### src/rtl/wut_ctrl.sv
// Wake-up timer sequencer: latches a period, hands it to the timer with a
// req/ack handshake, counts expiries, re-arms, and reports interrupt/error.
module wut_ctrl #(
  parameter int WIDTH       = 9,
  parameter int RPT_W       = 8,
  parameter int ACK_TIMEOUT = 8
) (
  input  logic             perm_clk,
  input  logic             perm_rstb,
  input  logic             cfg_enable,
  input  logic [WIDTH-1:0] cfg_period,
  input  logic [RPT_W-1:0] cfg_repeat,
  input  logic             sw_start,
  input  logic             sw_stop,
  input  logic             it_clear,
  output logic [WIDTH-1:0] perm_wut_limit,
  output logic             perm_wut_disable,
  output logic             perm_wut_start_req,
  input  logic             perm_wut_start_ack,
  output logic             wut_busy,
  output logic             wut_it,
  output logic             wut_err,
  output logic [RPT_W-1:0] wut_event_cnt
);

  localparam int TMO_W = $clog2(ACK_TIMEOUT + 1);
  localparam logic [TMO_W-1:0] TMO_LAST = TMO_W'(ACK_TIMEOUT - 1);

  typedef enum logic [1:0] {S_IDLE, S_REQ, S_RUN} state_t;

  state_t           state_q;
  logic [WIDTH-1:0] limit_q;
  logic             dis_q;
  logic             req_q;
  logic             busy_q;
  logic             it_q;
  logic             err_q;
  logic [RPT_W-1:0] cnt_q;
  logic [RPT_W-1:0] rpt_q;
  logic [TMO_W-1:0] tmo_q;
  logic             ack_q;

  logic             stop_d;
  logic             expiry_d;
  logic [RPT_W-1:0] cnt_d;
  logic             done_d;

  function automatic logic [RPT_W-1:0] sat_inc(input logic [RPT_W-1:0] v);
    return (&v) ? v : v + {{(RPT_W-1){1'b0}}, 1'b1};
  endfunction

  assign stop_d   = sw_stop | ~cfg_enable;
  assign expiry_d = ack_q & ~perm_wut_start_ack;
  assign cnt_d    = sat_inc(cnt_q);
  assign done_d   = (rpt_q != '0) && (cnt_d == rpt_q);

  always_ff @(posedge perm_clk or negedge perm_rstb) begin
    if (!perm_rstb) begin
      state_q <= S_IDLE;
      limit_q <= '0;
      dis_q   <= 1'b1;
      req_q   <= 1'b0;
      busy_q  <= 1'b0;
      it_q    <= 1'b0;
      err_q   <= 1'b0;
      cnt_q   <= '0;
      rpt_q   <= '0;
      tmo_q   <= '0;
      ack_q   <= 1'b0;
    end else begin
      ack_q <= perm_wut_start_ack;
      // Clear first so that a simultaneous set below takes precedence.
      if (it_clear) begin
        it_q  <= 1'b0;
        err_q <= 1'b0;
      end
      case (state_q)
        S_IDLE: begin
          if (sw_start && cfg_enable) begin
            if (cfg_period != '0) begin
              state_q <= S_REQ;
              limit_q <= cfg_period;
              rpt_q   <= cfg_repeat;
              cnt_q   <= '0;
              tmo_q   <= '0;
              req_q   <= 1'b1;
              dis_q   <= 1'b0;
              busy_q  <= 1'b1;
            end else begin
              err_q <= 1'b1;
            end
          end
        end
        S_REQ: begin
          if (stop_d) begin
            state_q <= S_IDLE;
            req_q   <= 1'b0;
            dis_q   <= 1'b1;
            busy_q  <= 1'b0;
          end else if (perm_wut_start_ack) begin
            state_q <= S_RUN;
            req_q   <= 1'b0;
            tmo_q   <= '0;
          end else if (tmo_q == TMO_LAST) begin
            state_q <= S_IDLE;
            err_q   <= 1'b1;
            req_q   <= 1'b0;
            dis_q   <= 1'b1;
            busy_q  <= 1'b0;
          end else begin
            tmo_q <= tmo_q + TMO_W'(1);
          end
        end
        S_RUN: begin
          // A stop masks any expiry seen in the same cycle.
          if (stop_d) begin
            state_q <= S_IDLE;
            req_q   <= 1'b0;
            dis_q   <= 1'b1;
            busy_q  <= 1'b0;
          end else if (expiry_d) begin
            it_q  <= 1'b1;
            cnt_q <= cnt_d;
            if (done_d) begin
              state_q <= S_IDLE;
              dis_q   <= 1'b1;
              busy_q  <= 1'b0;
            end else begin
              state_q <= S_REQ;
              req_q   <= 1'b1;
              tmo_q   <= '0;
            end
          end
        end
        default: begin
          state_q <= S_IDLE;
          req_q   <= 1'b0;
          dis_q   <= 1'b1;
          busy_q  <= 1'b0;
        end
      endcase
    end
  end

  assign perm_wut_limit     = limit_q;
  assign perm_wut_disable   = dis_q;
  assign perm_wut_start_req = req_q;
  assign wut_busy           = busy_q;
  assign wut_it             = it_q;
  assign wut_err            = err_q;
  assign wut_event_cnt      = cnt_q;

endmodule

### config.mk
export PLATFORM = sky130hd
export DESIGN_NAME = wut_ctrl
export DESIGN_NICKNAME = d
export VERILOG_FILES = /design/src/rtl/wut_ctrl.sv
export SDC_FILE = /design/constraint.sdc
export NUM_CORES = 1
export LEC_CHECK = 0
export ABC_AREA = 1
export CORE_UTILIZATION = 54
export CTS_CLUSTER_DIAMETER = 150
export DETAILED_ROUTE_END_ITERATION = 10
export GPL_TIMING_DRIVEN = 0
export PLACE_DENSITY_LB_ADDON = 0.25
export SLEW_MARGIN = 20
export SYNTH_ARGS = -nofsm -noshare
export SYNTH_HDL_FRONTEND = slang
export SYNTH_SLANG_ARGS = --single-unit
### constraint.sdc
create_clock -name perm_clk -period 4.77 [get_ports perm_clk]
set_input_delay 1.431 -clock perm_clk [delete_from_list [all_inputs] [get_ports perm_clk]]
set_output_delay 1.431 -clock perm_clk [all_outputs]
set_load 0.1 [all_outputs]
# After elaboration in Yosys (flattened, before gate mapping)
# Cells that the tools add are included.
# word_totals
regBits	37
wordCells	107
inputBits	24
out_inout_bits	22
# op_classes
n_reduce_logical	14
eq_ne	17
add_sub_neg	2
n_bitwise	4
mux	59
# ops
op	count
$mux W8	5
$mux W1	32
$mux W4	8
$ne A3 B3 Y1 const B	6
$pmux W8 S2	1
$reduce_and A8 Y1	2
$mux W2	7
$ne A2 B2 Y1 const B	6
$pmux W4 S3	1
$reduce_and A5 Y1	2
$pmux W1 S3	3
$reduce_bool A9 Y1	1
$add A8 B1 Y8 const B	1
$eq A8 B8 Y1	1
$reduce_bool A8 Y1	1
$pmux W2 S3	1
$reduce_and A6 Y1	1
$add A4 B1 Y4 const B	1
$eq A4 B3 Y1 const B	1
$ne A4 B4 Y1 const B	1
$reduce_and A4 Y1	1
$reduce_and A3 Y1	1
$reduce_bool A3 Y1	1
$eq A2 B1 Y1 const B	1
8 further kinds	10

# Longest topological paths before layout
# Gate-level depths: netlist (run 1).
# depth
depth_word	8
ltp_mapped	15
mapped_depth_nobuf	15

# Worst setup path before layout (run 1)
# Ideal clock, no wire load.
# synth_path
path_kind	input-to-reg
start	input cfg_period[3]
end	register rpt_q[1]
path_stages	5
n_path_buf	1
slack_ns	2.177
setup_time_ns	0.133
arrival_ns	2.460
t_required_ns	4.637
cell_sequence	nor4_1 nand4_1 nand2_1 clkbuf_1 a21oi_1
# synth_between
elab_chain_len	2
# synth_rtl
element	line	text
start, declared	11	input logic [WIDTH-1:0] cfg_period,
$reduce_bool A9 Y1	80	if (cfg_period != '0) begin
$reduce_and A3 Y1 (no line)	-	
end signal, assigned	83	rpt_q <= cfg_repeat;
end, declared	39	logic [RPT_W-1:0] rpt_q;
# No other way between the ends.
# A chain may end at the register's enable or synchronous reset.

# Worst setup path in the final report (run 1)
# layout_path
start	register cnt_q[5], in the netlist wut_event_cnt[5]
end	output wut_event_cnt[5]
# layout_lines
element	line	text
start, declared	38	logic [RPT_W-1:0] cnt_q;
start signal, assigned	123	cnt_q <= cnt_d;
end, declared	23	output logic [RPT_W-1:0] wut_event_cnt
# No word-level cell between the ends.

==> impl_metrics.env, run 1 <==
export IMPL_cpMaxStageDelayCell="clkdlybuf4s50_1"
export IMPL_clk_latency_ns=0.29
export IMPL_post_cts_setup_buffers=0
export IMPL_tns_ns=0
export IMPL_skew_ns=0.00435
export IMPL_synth_most_common_cell="nand2_1"
export IMPL_synth_edff_count=0
export IMPL_cp_data_arrival_time_ns=1.95
export IMPL_crit_buf_inv=1
export IMPL_clock_sinks=37
export IMPL_post_drt_wl_per_cell_um=12.4
export IMPL_syn_area_sq_um=2130
export IMPL_max_cap_violations=0
export IMPL_leakage_nw=1.33
export IMPL_place_gp_congestion=0.930
export IMPL_die_h_um=64.8
export IMPL_worstPathCellList="clkdlybuf4s50_1"
export IMPL_initial_core_util_pct=57.3
export IMPL_final_max_slew_viol_count=0
export IMPL_synth_common_cells="nand2_1 (80), inv_1 (37), dfrtp_1 (36)"
export IMPL_dpl_cell_area_sq_um=2660
export IMPL_cp_slowest_stage_delay_ns=1.18
export IMPL_drive_above_1_share_pct=8.53
export IMPL_rsz0062_at_grt="false"
export IMPL_clk_pin_slew_ns=0.07
export IMPL_synth_area_top_cells="dfrtp_1 (42%), nand2_1 (14%), nand3_1 (8.2%), inv_1 (6.5%), nor2_1 (5.5%)"
export IMPL_finalCritPeriodShare_pct=70.9
export IMPL_setup_ws_ns=1.39
export IMPL_overflow=0
export IMPL_power_mw=1.51
export IMPL_clockBufferDepth=2
export IMPL_syn_inst=286
export IMPL_synthArstFlopShare_pct=100
export IMPL_antenna_found_initial=0
export IMPL_place_worst_setup_slack_ns=1.28
export IMPL_syn_nets=312
export IMPL_cts_max_level=2
export IMPL_vias_per_cell=5.20
export IMPL_yosys_area_top_type_share_pct=42.3
export IMPL_cp_top_family="buffers and inverters"
export IMPL_coreArea_sq_um=3720
export IMPL_drc=0
export IMPL_port_buffers=45
export IMPL_yosysTopAreaCell="dfrtp_1"
export IMPL_firstDrtPassIters=4
export IMPL_relSlewSlack_pct=32.2
export IMPL_area_growth_pct=29.5
export IMPL_drtIter0Drc=161
export IMPL_ys_flop_type="dfrtp_1"
export IMPL_synth_cell_type_count=30
export IMPL_placed_cells=380
export IMPL_hold_slack_ns=0.466
export IMPL_grt_start_max_net_pins=23
export IMPL_post_route_min_period_ns=3.38
export IMPL_avgSynthCellArea_sq_um=7.44
export IMPL_io_pins=46
export IMPL_drtAntennaViolNets=0
export IMPL_grt_pass1_wl_um=8330
export IMPL_ys_warn_count=0
export IMPL_yosysSeqAreaShare_pct=43.6
export IMPL_hold_viol=0
export IMPL_hold_buffers=0
export IMPL_ir_worst_vdd_mv=0.491
export IMPL_antenna_cells=0
export IMPL_instances_no_fill=388
export IMPL_fp_dieW_um=64.8
export IMPL_cts_resized_gates=0
export IMPL_grt_pass1_vias=1899
export IMPL_num_rows=22
export IMPL_fillCellCount=311
export IMPL_outcome="completed"
export IMPL_nets=365
export IMPL_utilization_pct=74.1
export IMPL_setup_worst_path_start_class="register"
export IMPL_final_area_sq_um=2760
export IMPL_cts_tree="done"
export IMPL_end_kind="output pin"
export IMPL_crit_type="reg2out"
export IMPL_critPathRequiredTime_ns=3.34
export IMPL_cts_buffers=5
export IMPL_crit_fanout=8
export IMPL_hold_class="reg2reg"
export IMPL_max_freq_ghz=0.296
export IMPL_synth_seq_cells=37
export IMPL_die_area_sq_um=4200
export IMPL_finalSetupViolCount=0
export IMPL_post_dp_hpwl_um=3790
export IMPL_cts_root_buf="clkbuf_8"
export IMPL_num_vias=2019
export IMPL_worstMarginPinSlew_ns=1.01
export IMPL_wl_um=4820
export IMPL_grtUsageTotal_pct=26.2
export IMPL_power_per_cell_area_nw_per_um2=547
registers in the layout, summed over array words and instances, names as in the netlist:
signal	flops
perm_wut_limit	9
rpt_q	8
wut_event_cnt	8
tmo_q	4
state_q	2
ack_q	1
perm_wut_disable	1
perm_wut_start_req	1
wut_busy	1
wut_err	1
wut_it	1
layout make-up:
class / count / area [sq um] / area share, %
clock inverter: 1 / 7.51 / 0.272
timing repair buffer: 46 / 473 / 17.2
buffer: 4 / 26.3 / 0.954
sequential: 37 / 927 / 33.7
inverter: 37 / 139 / 5.04
clock buffer: 7 / 86.3 / 3.13
multi-input combinational: 208 / 1040 / 37.6
tap: 48 / 60.1 / 2.18
cell usage in the layout (no fill, tap or decap), types with 3 or more instances in the layout:
master	count
nand2_2	5
o22ai_1	5
clkbuf_8	6
nor3_1	3
nor2_1	31
a21oi_1	9
nand2_1	80
nand4_1	4
clkdlybuf4s50_1	44
nand3_1	35
dfrtp_1	36
o21ai_0	11
inv_1	37
mux2_2	5
clkbuf_1	3
path summary, 6_finish.rpt:
check | start | endpoint | slack [ns] | cells after the start
max in group asynchronous | perm_rstb | wut_event_cnt[1]$_DFFE_PN0P_ | 3.27 | 2
min in group asynchronous | perm_rstb | perm_wut_limit[7]$_DFFE_PN0P_ | 1.06 | 1
hold / removal | perm_wut_disable$_DFFE_PN1P_ | perm_wut_disable$_DFFE_PN1P_ | 0.47 | 2
hold reg to reg | perm_wut_disable$_DFFE_PN1P_ | perm_wut_disable$_DFFE_PN1P_ | 0.47 | 2
setup reg to reg | wut_event_cnt[0]$_DFFE_PN0P_ | tmo_q[0]$_DFFE_PN0P_ | 2.59 | 15
setup / recovery | wut_event_cnt[5]$_DFFE_PN0P_ | wut_event_cnt[5] | 1.39 | 1
report_power, final:
group / leakage, nW / switching (mW) / internal [mW]
registers: 0.463 / 0.0671 / 0.411
clock network: 0.0445 / 0.111 / 0.117
logic: 0.824 / 0.594 / 0.207
total: 1.33 / 0.772 / 0.735
worst min-delay path, cell delays in order (launching register included):
cell	delay, ns
dfstp_2	0.37
nand2_1	0.05
nand2_1	0.04
routing by layer:
metal,vias to the layer above,routed length [um],GRT usage [%]
li1,1038,-,-
met1,923,2300,34.5
met2,47,2210,41.8
met3,11,220,5.11
met4,0,93,10.8
met5,-,0,0
logic make-up after synthesis:
group	count (synthesis)	synth area share (%)
adders and majority gates	2	1.18
buffers and inverters	41	7.76
muxes	5	2.65
and+or+nand+nor	168	35.7
AOI/OAI and AO/OA	31	8.35
DFF	37	43.6
xor gates and xnor gates	2	0.823
Power figures use the tool's default switching activity.
==> run 2: changes to the inputs <==
- CORE_UTILIZATION: 54 -> 51
- clock period: 4.77 -> 3.45 ns (I/O delays scaled with it)
==> impl_metrics.env, run 2 (same netlist as run 1, synthesis figures left out) <==
export IMPL_final_common_cell="nand2_1"
export IMPL_power_per_cell_area_nw_per_um2=749
export IMPL_crit_type="reg2out"
export IMPL_relSlewSlack_pct=34.6
export IMPL_fp_dieW_um=66.6
export IMPL_rrSetupSlack_ns=1.23
export IMPL_grt_pass1_wl_um=7950
export IMPL_cp_top_family="buffers and inverters"
export IMPL_setup_worst_path_start_class="register"
export IMPL_overflow=0
export IMPL_clockPowerShare_pct=14.6
export IMPL_min_from="perm_wut_disable$_DFFE_PN1P_"
export IMPL_skew_ns=0.00760
export IMPL_port_buffers=45
export IMPL_clk_latency_ns=0.29
export IMPL_cts_buffers=5
export IMPL_p_seq_share_pct=31.8
export IMPL_coreArea_sq_um=4000
export IMPL_reg2regPathDepth=15
export IMPL_cpMaxStageDelayCell="clkdlybuf4s50_1"
export IMPL_cts_resized_gates=0
export IMPL_finalSetupViolCount=0
export IMPL_cts_root_buf="clkbuf_8"
export IMPL_worstMarginPinSlew_ns=0.978
export IMPL_post_cts_setup_buffers=0
export IMPL_tns_ns=0
export IMPL_post_route_min_period_ns=2.99
export IMPL_rsz0062_at_grt="false"
export IMPL_utilization_pct=68.8
export IMPL_post_dp_hpwl_um=3720
export IMPL_critPathRequiredTime_ns=2.41
export IMPL_cp_slowest_stage_delay_ns=1.18
export IMPL_drive_above_1_share_pct=8.82
export IMPL_cp_data_arrival_time_ns=1.96
export IMPL_nets=365
export IMPL_min_to="perm_wut_disable$_DFFE_PN1P_"
export IMPL_setup_ws_ns=0.457
export IMPL_die_area_sq_um=4440
export IMPL_ir_worst_vdd_mv=0.670
export IMPL_p_comb_share_pct=53.6
export IMPL_max_freq_ghz=0.334
export IMPL_grt_pass1_vias=1785
export IMPL_antenna_cells=0
export IMPL_clk_pin_slew_ns=0.08
export IMPL_area_growth_pct=29.2
export IMPL_drtIter0Drc=174
export IMPL_clockBufferDepth=2
export IMPL_crit_buf_inv=1
export IMPL_final_max_slew_viol_count=0
export IMPL_firstDrtPassIters=4
export IMPL_initial_core_util_pct=53.2
export IMPL_switching_share_pct=51.8
export IMPL_io_pins=46
export IMPL_hold_buffers=0
export IMPL_grtUsageTotal_pct=23.4
export IMPL_antenna_found_initial=0
export IMPL_finalCritPeriodShare_pct=86.8
export IMPL_rr_startpoint="wut_event_cnt[0]$_DFFE_PN0P_"
export IMPL_cts_tree="done"
export IMPL_clock_sinks=37
export IMPL_dpl_cell_area_sq_um=2660
export IMPL_largest_register_ffs=9
export IMPL_reg2reg_to="tmo_q[1]$_DFFE_PN0P_"
export IMPL_vias_per_cell=5.17
export IMPL_worstPathCellList="clkdlybuf4s50_1"
export IMPL_hold_class="reg2reg"
export IMPL_crit_fanout=8
export IMPL_place_gp_congestion=0.977
export IMPL_p_int_uw=993
export IMPL_post_drt_wl_per_cell_um=12.2
export IMPL_wl_um=4760
export IMPL_outcome="completed"
export IMPL_hold_path_depth=2
export IMPL_final_area_sq_um=2750
export IMPL_end_kind="output pin"
export IMPL_place_worst_setup_slack_ns=0.367
export IMPL_drc=0
export IMPL_drtAntennaViolNets=0
export IMPL_p_switching_mw=1.07
export IMPL_hold_viol=0
export IMPL_die_h_um=66.6
export IMPL_grt_start_max_net_pins=23
export IMPL_fillCellCount=339
export IMPL_final_cell_mix="nand2_1 (80), clkdlybuf4s50_1 (44), inv_1 (37)"
export IMPL_power_mw=2.06
export IMPL_leakage_nw=1.33
export IMPL_cts_max_level=2
export IMPL_num_rows=23
export IMPL_num_vias=2016
export IMPL_max_cap_violations=0
-- run 2: per-stage QoR --
stage                     hold slack [ns]  std cells
after detailed placement            0.464        382
after global placement              0.453        381
after global routing                0.490        390
after floorplan                     0.442        286
final                               0.473        390
after CTS                           0.477        390
-- run 2: power groups by stage --
stage | Sequential [mW] | Clock, mW | Combinational, mW
after floorplan | 1.16 | 0 | 0.327
after global placement | 0.659 | 0 | 1.09
after detailed placement | 0.662 | 0 | 1.10
after CTS | 0.655 | 0.305 | 1.11
after global routing | 0.672 | 0.322 | 1.18
final | 0.655 | 0.300 | 1.10
-- run 2: worst max path at each step --
stage                            startpoint                           end  slack, ns  depth (start not counted)
5_1_grt                          cfg_enable  wut_event_cnt[4]$_DFFE_PN0P_       0.40                          9
2_1_floorplan  wut_event_cnt[1]$_DFFE_PN0P_          tmo_q[1]$_DFFE_PN0P_       0.91                         13
4_1_cts        wut_event_cnt[5]$_DFFE_PN0P_              wut_event_cnt[5]       0.46                          1
3_5_place_dp                     cfg_enable  wut_event_cnt[4]$_DFFE_PN0P_       0.37                          9
3_3_place_gp                     cfg_enable  wut_event_cnt[4]$_DFFE_PN0P_       0.38                          9
6_report       wut_event_cnt[5]$_DFFE_PN0P_              wut_event_cnt[5]       0.46                          1
-- run 2: layout make-up --
type	instances	area (sq um)	share of cell area [%]
multi-input combinational	208	1040	37.7
sequential	37	927	33.7
timing repair buffer	46	473	17.2
inverter	37	139	5.05
clock buffer	5	68.8	2.50
tap	50	62.6	2.27
buffer	4	26.3	0.955
clock inverter	3	17.5	0.637
-- run 2: per-layer routing --
layer	GRT usage (%)	routed length (um)
met2	36.6	2170
met3	3.77	248
met5	0	0
met4	7.18	53
met1	32.8	2290
==> run 3: changes to the inputs <==
- SLEW_MARGIN: 20 -> not set
- clock period: 3.45 -> 2.8 ns (I/O delays scaled with it)
==> impl_metrics.env, run 3 (same netlist as run 1, synthesis figures left out) <==
export IMPL_rsz0062_at_grt="false"
export IMPL_vias_per_cell=5.25
export IMPL_leakage_nw=1.35
export IMPL_num_vias=2044
export IMPL_overflow=0
export IMPL_crit_type="reg2out"
export IMPL_instances_no_fill=389
export IMPL_power_per_cell_area_nw_per_um2=961
export IMPL_hold_viol=0
export IMPL_outcome="completed"
export IMPL_hold_class="reg2reg"
export IMPL_fillCellCount=342
export IMPL_tns_ns=0
export IMPL_relSlewSlack_pct=34.6
export IMPL_skew_ns=0.00767
export IMPL_fp_dieW_um=66.6
export IMPL_clk_latency_ns=0.29
export IMPL_grtUsageTotal_pct=23.9
export IMPL_max_cap_violations=0
export IMPL_worstPathCellList="clkdlybuf4s50_1"
export IMPL_finalSetupViolCount=0
export IMPL_clockBufferDepth=2
export IMPL_die_h_um=66.6
export IMPL_largest_register_ffs=9
export IMPL_crit_buf_inv=1
export IMPL_antenna_cells=0
export IMPL_placed_cells=381
export IMPL_end_kind="output pin"
export IMPL_finalCritPeriodShare_pct=98.2
export IMPL_cts_buffers=5
export IMPL_cp_top_family="buffers and inverters"
export IMPL_final_max_slew_viol_count=0
export IMPL_firstDrtPassIters=4
export IMPL_num_rows=23
export IMPL_setup_worst_path_start_class="register"
export IMPL_cts_tree="done"
export IMPL_io_pins=46
export IMPL_final_cell_mix="nand2_1 (80), clkdlybuf4s50_1 (42), inv_1 (37)"
export IMPL_drc=0
export IMPL_post_cts_setup_buffers=0
export IMPL_coreArea_sq_um=4000
export IMPL_drtIter0Drc=204
export IMPL_ir_worst_vdd_mv=0.784
export IMPL_post_drt_wl_per_cell_um=12.3
export IMPL_critPathRequiredTime_ns=1.96
export IMPL_port_buffers=45
export IMPL_drtAntennaViolNets=0
export IMPL_initial_core_util_pct=53.2
export IMPL_cts_root_buf="clkbuf_8"
export IMPL_worstMarginPinSlew_ns=0.978
export IMPL_grt_pass1_wl_um=7970
export IMPL_crit_fanout=6
export IMPL_place_worst_setup_slack_ns=-0.0698
export IMPL_grt_pass1_vias=1815
export IMPL_max_freq_ghz=0.364
export IMPL_multi_input_comb_area_sq_um=1040
export IMPL_wl_um=4790
export IMPL_grt_start_max_net_pins=38
export IMPL_place_gp_congestion=0.977
export IMPL_post_dp_hpwl_um=3650
export IMPL_nets=364
export IMPL_clk_pin_slew_ns=0.08
export IMPL_setup_ws_ns=0.0498
export IMPL_cts_max_level=2
export IMPL_antenna_found_initial=0
export IMPL_cp_data_arrival_time_ns=1.91
export IMPL_die_area_sq_um=4440
export IMPL_final_common_cell="nand2_1"
export IMPL_clock_sinks=37
export IMPL_cp_slowest_stage_delay_ns=1.17
export IMPL_power_mw=2.65
export IMPL_post_route_min_period_ns=2.75
export IMPL_drive_above_1_share_pct=8.55
export IMPL_area_growth_pct=29.5
export IMPL_cpMaxStageDelayCell="clkdlybuf4s50_1"
export IMPL_layout_area_seq_sq_um=927
==> run 3: path summary, 6_finish.rpt <==
path	start	to	slack (ns)	depth (start not counted)
setup / recovery	wut_event_cnt[1]$_DFFE_PN0P_	wut_event_cnt[1]	0.05	1
max in group asynchronous	perm_rstb	rpt_q[0]$_DFFE_PN0P_	1.66	1
min in group asynchronous	perm_rstb	wut_event_cnt[5]$_DFFE_PN0P_	0.63	1
setup reg to reg	wut_event_cnt[0]$_DFFE_PN0P_	tmo_q[2]$_DFFE_PN0P_	0.59	15
hold reg to reg	perm_wut_disable$_DFFE_PN1P_	perm_wut_disable$_DFFE_PN1P_	0.48	2
hold / removal	perm_wut_disable$_DFFE_PN1P_	perm_wut_disable$_DFFE_PN1P_	0.48	2
==> run 3: layout make-up <==
type,instances,area share [%]
multi-input cells,208,37.7
flip-flops and latches,37,33.6
repair buffers,45,16.2
inverters,37,5.04
clock buffers,7,3.13
well taps,50,2.27
clock inverters,1,1.09
plain buffers,4,0.953
==> run 3: what timing repair did <==
action / CTS / global route
hold buffers: 0 / 0
endpoints found under the setup margin: 1 / 2
gates resized for setup: 1 / 2
==> run 3: power by group <==
group	internal, mW	total, mW	switching, mW
clock network	0.290	0.483	0.193
logic	0.346	1.36	1.01
registers	0.699	0.810	0.110
==> run 3: through the flow <==
stage	cell area (sq um)	hold slack [ns]	utilization, %
final	2760	0.476	68.9
after global routing	2760	0.493	68.9
after CTS	2750	0.481	68.8
after detailed placement	2640	0.464	65.9
after global placement	2640	0.453	66.0
after floorplan	2130	0.442	-
==> run 3: layer usage <==
layer | vias to the layer above | global-route usage, % | part of all wire [%] | wire length [um]
met5 | - | 0 | 0 | 0
met3 | 6 | 5.82 | 5.7 | 275
met4 | 0 | 6.12 | 0.98 | 47
li1 | 1025 | - | - | -
met1 | 949 | 32.7 | 46 | 2210
met2 | 64 | 37.6 | 47 | 2260
